`src/rtl/a2disk_volume_sequencer.sv`:
```
// Apple II block-command sequencer: validates one command against the selected volume's
// state, then runs the rd/wr -> ack -> release handshake with firmware and reports a status code.
module a2disk_volume_sequencer #(
  parameter int                   TIMEOUT_W      = 24,
  parameter logic [TIMEOUT_W-1:0] TIMEOUT_CYCLES = 24'hFFFFFF
) (
  input  logic        clk,
  input  logic        reset,
  input  logic        cmd_valid,
  output logic        cmd_ready,
  input  logic        cmd_write,
  input  logic        cmd_unit,
  input  logic [31:0] cmd_lba,
  input  logic [5:0]  cmd_blk_cnt,
  output logic        done,
  output logic [2:0]  status,
  output logic        busy,
  input  logic [1:0]  vol_ready,
  input  logic [1:0]  vol_mounted,
  input  logic [1:0]  vol_readonly,
  input  logic [31:0] vol_size0,
  input  logic [31:0] vol_size1,
  input  logic [1:0]  vol_ack,
  output logic [1:0]  vol_active,
  output logic [31:0] vol_lba,
  output logic [5:0]  vol_blk_cnt,
  output logic [1:0]  vol_rd,
  output logic [1:0]  vol_wr
);

  localparam logic [2:0] ST_IDLE  = 3'd0;
  localparam logic [2:0] ST_CHECK = 3'd1;
  localparam logic [2:0] ST_REQ   = 3'd2;
  localparam logic [2:0] ST_REL   = 3'd3;
  localparam logic [2:0] ST_DONE  = 3'd4;

  localparam logic [2:0] S_OK         = 3'd0;
  localparam logic [2:0] S_NOT_READY  = 3'd1;
  localparam logic [2:0] S_WRITE_PROT = 3'd2;
  localparam logic [2:0] S_RANGE      = 3'd3;
  localparam logic [2:0] S_TIMEOUT    = 3'd4;
  localparam logic [2:0] S_BAD_CNT    = 3'd5;

  // Timeout fires on the edge where the count would reach TIMEOUT_CYCLES.
  localparam logic [TIMEOUT_W-1:0] LP_TMO_LAST = TIMEOUT_CYCLES - TIMEOUT_W'(1);

  logic [2:0]           r_state;
  logic                 r_write;
  logic                 r_unit;
  logic [31:0]          r_lba;
  logic [5:0]           r_cnt;
  logic [2:0]           r_status;
  logic [1:0]           r_active;
  logic [1:0]           r_rd;
  logic [1:0]           r_wr;
  logic [TIMEOUT_W-1:0] r_tmo;

  logic [1:0]           w_sel;
  logic                 w_ack;
  logic                 w_up;
  logic [31:0]          w_size;
  logic [32:0]          w_end;
  logic [2:0]           w_err;
  logic                 w_tmo_hit;
  logic [TIMEOUT_W-1:0] w_tmo_next;

  assign w_sel      = r_unit ? 2'b10 : 2'b01;
  assign w_ack      = vol_ack[r_unit];
  assign w_up       = vol_ready[r_unit] && vol_mounted[r_unit];
  assign w_size     = r_unit ? vol_size1 : vol_size0;
  assign w_end      = {1'b0, r_lba} + {27'd0, r_cnt};
  assign w_tmo_hit  = (TIMEOUT_CYCLES != '0) && (r_tmo >= LP_TMO_LAST);
  assign w_tmo_next = (r_tmo == {TIMEOUT_W{1'b1}}) ? r_tmo : r_tmo + TIMEOUT_W'(1);

  always_comb begin
    w_err = S_OK;
    if (r_cnt == 6'd0)
      w_err = S_BAD_CNT;
    else if (!w_up)
      w_err = S_NOT_READY;
    else if (r_write && vol_readonly[r_unit])
      w_err = S_WRITE_PROT;
    else if (w_end > {1'b0, w_size})
      w_err = S_RANGE;
  end

  always_ff @(posedge clk or posedge reset) begin
    if (reset) begin
      r_state  <= ST_IDLE;
      r_write  <= 1'b0;
      r_unit   <= 1'b0;
      r_lba    <= 32'd0;
      r_cnt    <= 6'd0;
      r_status <= S_OK;
      r_active <= 2'b00;
      r_rd     <= 2'b00;
      r_wr     <= 2'b00;
      r_tmo    <= '0;
    end else begin
      case (r_state)
        ST_IDLE: begin
          if (cmd_valid) begin
            r_write <= cmd_write;
            r_unit  <= cmd_unit;
            r_lba   <= cmd_lba;
            r_cnt   <= cmd_blk_cnt;
            r_tmo   <= '0;
            r_state <= ST_CHECK;
          end
        end
        ST_CHECK: begin
          r_tmo <= w_tmo_next;
          if (w_err != S_OK) begin
            r_status <= w_err;
            r_state  <= ST_DONE;
          end else if (w_tmo_hit) begin
            r_status <= S_TIMEOUT;
            r_state  <= ST_DONE;
          end else if (!w_ack) begin
            // A stale ack left over from a timed-out request holds us here.
            r_active <= w_sel;
            if (r_write)
              r_wr <= w_sel;
            else
              r_rd <= w_sel;
            r_state <= ST_REQ;
          end
        end
        ST_REQ: begin
          r_tmo <= w_tmo_next;
          if (!w_up || w_tmo_hit) begin
            r_active <= 2'b00;
            r_rd     <= 2'b00;
            r_wr     <= 2'b00;
            r_status <= w_up ? S_TIMEOUT : S_NOT_READY;
            r_state  <= ST_DONE;
          end else if (w_ack) begin
            r_rd    <= 2'b00;
            r_wr    <= 2'b00;
            r_state <= ST_REL;
          end
        end
        ST_REL: begin
          r_tmo <= w_tmo_next;
          if (!w_ack) begin
            r_active <= 2'b00;
            r_status <= S_OK;
            r_state  <= ST_DONE;
          end else if (w_tmo_hit) begin
            r_active <= 2'b00;
            r_status <= S_TIMEOUT;
            r_state  <= ST_DONE;
          end
        end
        ST_DONE: r_state <= ST_IDLE;
        default: r_state <= ST_IDLE;
      endcase
    end
  end

  assign cmd_ready   = (r_state == ST_IDLE);
  assign busy        = (r_state != ST_IDLE);
  assign done        = (r_state == ST_DONE);
  assign status      = r_status;
  assign vol_active  = r_active;
  assign vol_rd      = r_rd;
  assign vol_wr      = r_wr;
  assign vol_lba     = r_lba;
  assign vol_blk_cnt = r_cnt;

endmodule

```
`config.mk`:
```
export PLATFORM = sky130hd
export DESIGN_NAME = a2disk_volume_sequencer
export DESIGN_NICKNAME = d
export VERILOG_FILES = /design/src/rtl/a2disk_volume_sequencer.sv
export SDC_FILE = /design/constraint.sdc
export NUM_CORES = 1
export LEC_CHECK = 0
export ABC_AREA = 1
export CORE_MARGIN = 4
export CORE_UTILIZATION = 45
export CTS_BUF_LIST = sky130_fd_sc_hd__clkbuf_2 sky130_fd_sc_hd__clkbuf_4 sky130_fd_sc_hd__clkbuf_8
export DETAILED_ROUTE_END_ITERATION = 8
export PLACE_DENSITY_LB_ADDON = 0.08
export SYNTH_ARGS = -nofsm -noshare
export SYNTH_HDL_FRONTEND = slang
export SYNTH_SLANG_ARGS = --single-unit
```
`constraint.sdc`:
```
create_clock -name clk -period 3.3 [get_ports clk]
set_input_delay 0.99 -clock clk [delete_from_list [all_inputs] [get_ports clk]]
set_output_delay 0.99 -clock clk [all_outputs]
set_load 0.02 [all_outputs]
```
==> results_dict.tcl <==
set metrics [dict create \
    via_count 5943 \
    clk_path_buf_depth 2 \
    die_w_um 121 \
    dp_hpwl_mm 14.1 \
    rsz0062_at_grt "yes" \
    max_clock_freq_mhz 283 \
    worstSetupEndpointType "register" \
    grt_overflow 0 \
    start_util_pct 45.8 \
    final.setup.worst_slack_ns -0.238 \
    crit_arrival_ns 3.79 \
    vias_per_cell 5.12 \
    p_per_area_nw_per_um2 842 \
    place_congestion 0.935 \
    cts.reportedPaths.clkPinSlew_ns 0.09 \
    clock_sinks 76 \
    finalSetupViolCount 12 \
    fp.dieH_um 121 \
    coreArea_um2 12600 \
    critPathRequiredTime_ns 3.55 \
    synthCells 783 \
    grt_max_degree 77 \
    hold_path_class "register to register" \
    synth_area_leader_cell "dfrtp_1" \
    synth_cell_types 49 \
    drc 0 \
    finish.net_count 1139 \
    insertion_delay_ns 0.37 \
    drive_gt1_share_pct 14.3 \
    diodes 0 \
    cts_root_buf "clkbuf_8" \
    min_period_over_period_pct 107 \
    cts_tree "built" \
    ant_nets 0 \
    place_area_um2 7910 \
    firstDrtPassIters 5 \
    numCtsBuffers 9 \
    synth-seq-cells 76 \
    area_delta_synth_final_pct 44.5 \
    hold_viol_final 0 \
    antenna_found_initial 0 \
    grt_pass1_vias 6121 \
    grt_pass1_wl_mm 28.6 \
    outcome "finished, violations left" \
    netlist_area_um2 5780 \
    synthFlopType "dfrtp_1" \
    die_area_um2 14700 \
    drv_cap 0 \
    port-buffer-count 164 \
    synth_nets 939 \
    peakVddDrop_mv 0.878 \
    ys_seq_area_share_pct 32.9 \
    start_kind "register" \
    drt_iter0_markers 288 \
    min_period_ns 3.54 \
    yosys.area.top_type_share_pct 32.9 \
    mostFrequentLayoutCell "nand2_1" \
    violations "negative setup slack" \
    cp_max_fo 5 \
    maxSlewViolCount 0 \
    skew_ns 0.0152 \
    ys_top_cells_by_area "dfrtp_1 (33%), nand2_1 (14%), ha_1 (8.7%)" \
    io_pins 165 \
    synth_edf_count 0 \
    crit_type "register to register" \
    synth.avg_cell_area_um2 7.39 \
    htree_levels 3 \
    track_usage_pct 24.1 \
    wl_per_cell_um 15.4 \
    ys_warn_count 0 \
    async_flop_share_pct 100 \
    tightestPinTransition_ns 1.23 \
    slew_headroom_pct 18.1 \
    rows 41 \
    p_leak_uw 0.00387 \
    design_area_um2 8360 \
    timing.hold.ws_ns 0.483 \
    mostFrequentLayoutCells "nand2_1 (212), clkdlybuf4s50_1 (164), inv_1 (93)" \
    drt_wl_total_mm 17.8 \
]
-- state kept, by name, summed over array words and instances (netlist names), 2 cells and up --
name	flops
r_state	3
r_tmo	24
status	3
vol_active	2
vol_blk_cnt	6
vol_lba	32
vol_rd	2
vol_wr	2
-- path summary, 6_finish.rpt --
kind	from	to	slack, ns	depth (start not counted)
setup / recovery	vol_blk_cnt[4]	vol_rd[1]	-0.24	21
hold / removal	vol_rd[0]	vol_rd[0]	0.48	2
setup reg to reg	vol_blk_cnt[4]	vol_rd[1]	-0.24	21
hold reg to reg	vol_rd[0]	vol_rd[0]	0.48	2
max in group asynchronous	reset	vol_lba[0]	1.92	3
min in group asynchronous	reset	status[1]	1.06	3
-- power by group --
part	internal [uW]	switching (uW)	total [uW]
clock network	386	356	742
registers	1260	432	1690
logic	2010	2590	4610
-- cell families after synthesis --
group                      after synthesis  share of synthesized area (%)
DFF                                     76                           32.9
buffers and inverters                  117                           7.72
and+or+nand+nor                        390                           31.0
AOI/OAI and AO/OA                       96                           9.19
xor gates and xnor gates                31                           4.69
adders and majority gates               41                           9.00
muxes                                   32                           5.54
-- critical path, cell delays in order (launching register included) --
cell and delay, ns:
dfrtp_2 0.43, ha_4 0.29, inv_2 0.04, nor3_2 0.19, a21oi_2 0.10, nor3_4 0.23
nand3_2 0.16, nor4_2 0.20, buf_4 0.18, xnor2_2 0.10, inv_1 0.09, ha_4 0.27
nand4_1 0.13, nor3_2 0.12, and2_1 0.14, nand4_1 0.13, nand2_4 0.15, nand4_4 0.14
nand2_4 0.15, nand3_2 0.08, nand2_1 0.07, nand2_1 0.05
-- metrics by stage --
stage / TNS, ns / instances / total power [uW] / setup WS (ns) / util, %
2_1_floorplan: 0 / 783 / 4260 / 0.00521 / -
3_3_place_gp: -2.44 / 1139 / 5850 / -0.255 / 62.7
3_5_place_dp: -3.31 / 1139 / 6000 / -0.338 / 62.7
4_1_cts: -1.26 / 1158 / 6900 / -0.153 / 65.2
5_1_grt: -4.52 / 1160 / 7640 / -0.450 / 66.2
6_report: -2.06 / 1160 / 7030 / -0.238 / 66.2
-- per-layer routing --
layer	routed length, um	up-vias	track usage (%)
li1	-	2947	-
met1	7650	2781	30.4
met2	8690	181	41.1
met3	1050	34	4.15
met4	459	0	9.31
met5	0	-	0
-- synth_stat cells (all sizes together), types with 7 or more instances --
master / n
nand2: 231
inv: 102
dfrtp: 76
nor2: 72
o21ai: 42
ha: 40
a21oi: 36
mux2i: 32
nor3: 28
xor2: 25
nand3: 24
nand4: 19
nor4: 9
clkbuf: 8
buf: 7
-- final cells by class --
cell class	count	area (um2)
fill	1136	4260
multi-input combinational	591	3690
timing repair buffer	203	1950
sequential	76	1910
inverter	102	383
tap	172	215
clock buffer	12	153
clock inverter	4	50.0
-- what timing repair did --
| action | in CTS | in global routing |
|---|---|---|
| endpoints found under the hold margin | 0 | 0 |
| hold buffers | 0 | 0 |
| gates resized for setup | 18 | 26 |
| cloned | 1 | 0 |
| setup buffers | 2 | 2 |
| pin swaps | 7 | 24 |
| endpoints found under the setup margin | 12 | 12 |
Note: power is estimated with default switching activity, not from simulation.
